[src/rtl/aether_host_cmd_sequencer.sv]
// Host command sequencer: assembles 3-byte host frames into one-cycle decoder
// issues and streams the captured 16-bit decoder result back as 2 bytes.
module aether_host_cmd_sequencer #(
    parameter bit          RespondAll    = 1'b1,
    parameter int unsigned TimeoutCycles = 100000
) (
    input  logic        clk_i,
    input  logic        rst_ni,
    input  logic [7:0]  rx_data_i,
    input  logic        rx_valid_i,
    output logic        rx_ready_o,
    output logic [7:0]  tx_data_o,
    output logic        tx_valid_o,
    input  logic        tx_ready_i,
    output logic [3:0]  instruction_o,
    output logic [3:0]  param_1_o,
    output logic [15:0] param_2_o,
    input  logic [15:0] data_i,
    input  logic        stall_i,
    output logic        frame_err_o
);

    localparam int unsigned     TmoW     = (TimeoutCycles > 0) ? $clog2(TimeoutCycles + 1) : 1;
    localparam logic [TmoW-1:0] TmoLimit = TmoW'(TimeoutCycles);
    localparam logic [3:0]      OpNop    = 4'h0;
    localparam logic [3:0]      OpRdr    = 4'h1;

    typedef enum logic [2:0] {
        RX0,
        RX1,
        RX2,
        ISSUE,
        TX_HI,
        TX_LO
    } state_t;

    state_t           state_q;
    state_t           state_d;
    logic [3:0]       opcode_q;
    logic [3:0]       param_1_q;
    logic [15:0]      param_2_q;
    logic [15:0]      resp_q;
    logic [TmoW-1:0]  tmo_q;
    logic             ld_b0;
    logic             ld_b1;
    logic             ld_b2;
    logic             capture;
    logic             respond;
    logic             in_partial;
    logic             tmo_hit;

    assign respond    = RespondAll || (opcode_q == OpRdr);
    assign in_partial = (state_q == RX1) || (state_q == RX2);
    assign tmo_hit    = (TimeoutCycles != 0) && in_partial && (tmo_q == TmoLimit);

    assign param_1_o  = param_1_q;
    assign param_2_o  = param_2_q;

    // Next-state and handshake decode; a byte arriving on the expiry cycle starts a new frame.
    always_comb begin
        state_d       = state_q;
        rx_ready_o    = 1'b0;
        tx_valid_o    = 1'b0;
        tx_data_o     = 8'h00;
        instruction_o = OpNop;
        frame_err_o   = 1'b0;
        ld_b0         = 1'b0;
        ld_b1         = 1'b0;
        ld_b2         = 1'b0;
        capture       = 1'b0;

        case (state_q)
            RX0: begin
                rx_ready_o = 1'b1;
                if (rx_valid_i) begin
                    ld_b0   = 1'b1;
                    state_d = RX1;
                end
            end
            RX1, RX2: begin
                rx_ready_o = 1'b1;
                if (tmo_hit) begin
                    frame_err_o = 1'b1;
                    ld_b0       = rx_valid_i;
                    state_d     = rx_valid_i ? RX1 : RX0;
                end else if (rx_valid_i) begin
                    ld_b1   = (state_q == RX1);
                    ld_b2   = (state_q == RX2);
                    state_d = (state_q == RX1) ? RX2 : ISSUE;
                end
            end
            ISSUE: begin
                if (!stall_i) begin
                    instruction_o = opcode_q;
                    capture       = 1'b1;
                    state_d       = respond ? TX_HI : RX0;
                end
            end
            TX_HI: begin
                tx_valid_o = 1'b1;
                tx_data_o  = resp_q[15:8];
                if (tx_ready_i) state_d = TX_LO;
            end
            TX_LO: begin
                tx_valid_o = 1'b1;
                tx_data_o  = resp_q[7:0];
                if (tx_ready_i) state_d = RX0;
            end
            default: state_d = RX0;
        endcase

        if (!rst_ni) begin
            rx_ready_o    = 1'b0;
            tx_valid_o    = 1'b0;
            tx_data_o     = 8'h00;
            instruction_o = OpNop;
            frame_err_o   = 1'b0;
        end
    end

    // Frame, response and inter-byte timeout registers.
    always_ff @(posedge clk_i) begin
        if (!rst_ni) begin
            state_q   <= RX0;
            opcode_q  <= OpNop;
            param_1_q <= 4'h0;
            param_2_q <= 16'h0000;
            resp_q    <= 16'h0000;
            tmo_q     <= '0;
        end else begin
            state_q <= state_d;
            if (ld_b0) begin
                opcode_q  <= rx_data_i[7:4];
                param_1_q <= rx_data_i[3:0];
            end
            if (ld_b1) param_2_q[15:8] <= rx_data_i;
            if (ld_b2) param_2_q[7:0]  <= rx_data_i;
            if (capture) resp_q <= data_i;
            if ((TimeoutCycles == 0) || ld_b0 || ld_b1 || ld_b2 || !in_partial) begin
                tmo_q <= '0;
            end else if (!tmo_hit) begin
                tmo_q <= tmo_q + TmoW'(1);
            end
        end
    end

endmodule

[config.mk]
export PLATFORM = sky130hd
export DESIGN_NAME = aether_host_cmd_sequencer
export DESIGN_NICKNAME = d
export VERILOG_FILES = /design/src/rtl/aether_host_cmd_sequencer.sv
export SDC_FILE = /design/constraint.sdc
export NUM_CORES = 1
export LEC_CHECK = 0
export ABC_AREA = 1
export BUFFER_PORTS_ARGS = -buffer_cell sky130_fd_sc_hd__buf_2
export CAP_MARGIN = 30
export CORE_MARGIN = 3
export CORE_UTILIZATION = 45
export CTS_BUF_LIST = sky130_fd_sc_hd__clkbuf_16
export CTS_CLUSTER_DIAMETER = 30
export DETAILED_ROUTE_END_ITERATION = 7
export PLACE_DENSITY_LB_ADDON = 0.12
export SYNTH_ARGS = -nofsm -noshare
export SYNTH_HDL_FRONTEND = slang
export SYNTH_SLANG_ARGS = --single-unit
[constraint.sdc]
create_clock -name clk_i -period 1.5 [get_ports clk_i]
set_input_delay 0.15 -clock clk_i [delete_from_list [all_inputs] [get_ports clk_i]]
set_output_delay 0.15 -clock clk_i [all_outputs]
set_load 0.01 [all_outputs]
==> results.py <==
metrics = {
    "route": {
        "ant_nets": 0,
        "vias": 2962,
        "firstDrtPassIters": 4,
        "drc": 0,
        "avgViaCountPerCell": 5.055,
        "wl_per_cell_microns": 13.54,
        "initialDrtViolationCount": 135,
        "drt-total-wl_microns": 7934,
    },
    "layout": {
        "fin_area_sq_um": 4294,
        "fin_util": 0.7085,
        "diodes": 0,
        "fin_cells": 586,
        "final_nets": 538,
        "areaGrowthSynthToFinish_pct": 49.80,
        "drive_above_1_share": 0.4716,
    },
    "sta": {
        "min_period_over_period": 1.074,
        "fin_ws_ns": -0.1106,
        "drv_slew": 0,
        "setup_viol": 34,
        "grt_setup_unrepaired": "yes",
        "worstMarginPinSlew_ns": 0.4485,
        "min_period_ns": 1.611,
        "max_freq_mhz": 620.9,
        "hold_viol": 0,
        "skew_ns": 0.001877,
        "relSlewSlack": 0.7010,
    },
    "clock_network": {
        "clock_sinks": 60,
        "cts_tree": "built",
        "h-tree-depth": 3,
        "cts-buffers-inserted": 9,
        "clock_tree.root_cell": "clkbuf_16",
        "clkTransAtPathRegs_ns": 0.05,
        "clk_path_buf_depth": 2,
        "clock_latency_ns": 0.32,
    },
    "placement": {
        "place_ws_ns": -0.06049,
        "place_area_sq_um": 3393,
        "placed_cells": 547,
        "portBuffers": 63,
        "hpwl_microns": 4848,
        "gp_congestion": 0.8125,
    },
    "outcome": {
        "status": "finished with violations",
        "violations": "negative setup slack",
    },
    "logic_synthesis": {
        "async_flop_share": 0,
        "synth_edf_count": 0,
        "synth.yosys.seq_area_share": 0.4190,
        "synth_nets": 427,
        "ys_warn_count": 0,
        "synth_cell_types": 36,
        "synthCells": 396,
        "synth_area_per_cell_sq_um": 7.239,
        "ys_seq_elements": 60,
        "synthFlopType": "dfxtp_1",
        "syn-cell-area_sq_um": 2866,
    },
    "global_routing": {
        "grt_overflow": 0,
        "grt_pass1_wl_microns": 12220,
        "antenna_found_initial": 0,
        "grt_max_degree": 20,
        "grt_usage": 0.2061,
        "grt_pass1_vias": 2694,
    },
    "run": {
        "drv_cap": 0,
    },
    "min_path": {
        "min_path_type": "input port to flop",
    },
    "worst_setup_path": {
        "critPathTopFamily": "simple AND/OR/NAND/NOR gates",
        "worst_ep_arrival_time_ns": 1.87,
        "crit_path_start_kind": "flop",
        "crit_path_max_fanout": 5,
        "end_kind": "flop",
        "path_cells": "inv_2 -> ha_4 -> nand2_2 -> inv_2 -> nand2_2 -> nor2_4 -> buf_6 -> nand3_4 -> buf_6 -> nand2_2 -> nand3_2 -> nand2_1 -> nor2_1 -> nor2_1",
        "worstPathRequired_ns": 1.76,
        "critPathSlowestCell": "dfxtp_2",
        "critical_path_buf_inv_count": 4,
        "crit_path_frequent_cell": "nand2_2",
        "worstSetupPathType": "flop to flop",
        "cpPeakStageDelay_ns": 0.32,
    },
    "die": {
        "fp-row-count": 28,
        "core_area_sq_um": 6061,
        "num_io_pins": 64,
        "die_area_sq_um": 7363,
        "dieHeight_microns": 85.81,
        "start_util": 0.4730,
        "die_x_microns": 85.81,
    },
    "power_and_ir_drop": {
        "p_leak_nw": 1.783,
        "totalPowerFinal_mw": 5.608,
        "ir_drop_uv": 974.7,
        "pwr_density_cell_nw_per_um2": 1306,
    },
}
cell usage in the layout, fill, tap and decap left out, types with 9 or more instances in the layout:
cell type | Yosys | routed
a21oi_1 | 44 | 27
nand3_2 | 1 | 9
nand2_1 | 54 | 39
nand2_2 | 5 | 18
nand4_1 | 10 | 10
o21ai_1 | 10 | 22
nor2_2 | 7 | 12
inv_2 | 5 | 9
nor2_4 | 2 | 11
inv_1 | 37 | 32
nand3_1 | 31 | 21
buf_2 | 5 | 61
nor2_1 | 61 | 47
buf_6 | 4 | 13
dfxtp_1 | 60 | 52
clkbuf_16 | 0 | 10
a21oi_2 | 2 | 19
buf_4 | 2 | 37
worst min-delay path: cells and delay by family:
kind	cells	cell delay, ns
simple gates	2	0.11
buf+inv	1	0.07
Yosys cell counts (5+ instances only):
cell type,number,area share
nand2_2,5,0.011
nor2_2,7,0.015
a21oi_1,44,0.077
nand2_1,54,0.071
inv_1,37,0.048
buf_2,5,0.0087
o21ai_1,10,0.017
clkbuf_1,5,0.0065
inv_2,5,0.0065
nand4_1,10,0.022
nor2_1,61,0.080
nand3_1,31,0.054
dfxtp_1,60,0.42
o21ai_0,25,0.044
metal layers:
metal	GRT usage	up-vias	part of all wire
met4	0.06043	0	0.0095
met1	0.2681	1370	0.45
li1	-	1527	-
met5	0	-	0
met3	0.06820	7	0.037
met2	0.3263	58	0.50
final cells by class:
cell class                      count  area [sq um]
Timing Repair inverter              1         3.754
Sequential cell                    60          1216
Fill cell                         471          1767
Multi-Input combinational cell    278          1755
Clock inverter                      6         32.53
Tap cell                           75         93.84
Timing Repair Buffer              114         794.5
Inverter                           43         172.7
Clock buffer                        9         225.2
cell families (layout without fill, tap and decap cells):
logic type	count (synthesis)	count (layout)	share of synthesized area
buf+inv	60	173	0.09384
compound gates	86	86	0.1571
flops	60	60	0.4190
xor+xnor	4	4	0.01222
fa+ha+maj	2	2	0.008728
simple gates	184	186	0.3090
through the flow:
| step | TNS, ns | hold WS, ns |
|---|---|---|
| after global routing | -5.569 | 0.04761 |
| after detailed placement | -0.5672 | 0.3758 |
| after global placement | -0.05579 | 0.3705 |
| after floorplan | 0 | 0.2849 |
| after CTS | -1.236 | 0.03815 |
| final | -1.357 | 0.04793 |
power breakdown:
group | internal (mW) | switching, mW | leakage [nW]
clock | 1.09 | 0.704 | 0.122
sequential | 1.83 | 0.153 | 0.491
combinational | 0.761 | 1.07 | 1.17
state kept, by name (all words and copies together), names as in the netlist:
| name | cells |
|---|---|
| opcode_q | 4 |
| param_1_o | 4 |
| param_2_o | 16 |
| resp_q | 16 |
| state_q | 3 |
| tmo_q | 17 |
worst paths after layout:
| path | startpoint | endpoint | cells past startpoint | slack, ns |
|---|---|---|---|---|
| max | tmo_q[0] | state_q[0] | 14 | -0.11 |
| min | data_i[14] | resp_q[14] | 3 | 0.05 |
| max reg2reg | tmo_q[0] | state_q[0] | 14 | -0.11 |
| min reg2reg | param_2_o[0] | param_2_o[0] | 2 | 0.44 |
what timing repair did:
| item | CTS | global route |
|---|---|---|
| hold buffers | 0 | 0 |
| gates cloned | 3 | 1 |
| pin swaps | 14 | 36 |
| setup buffers | 14 | 9 |
| resized for setup | 52 | 89 |
| endpoints found under the setup margin | 39 | 69 |
No activity file was read; power rests on OpenSTA's default activity.
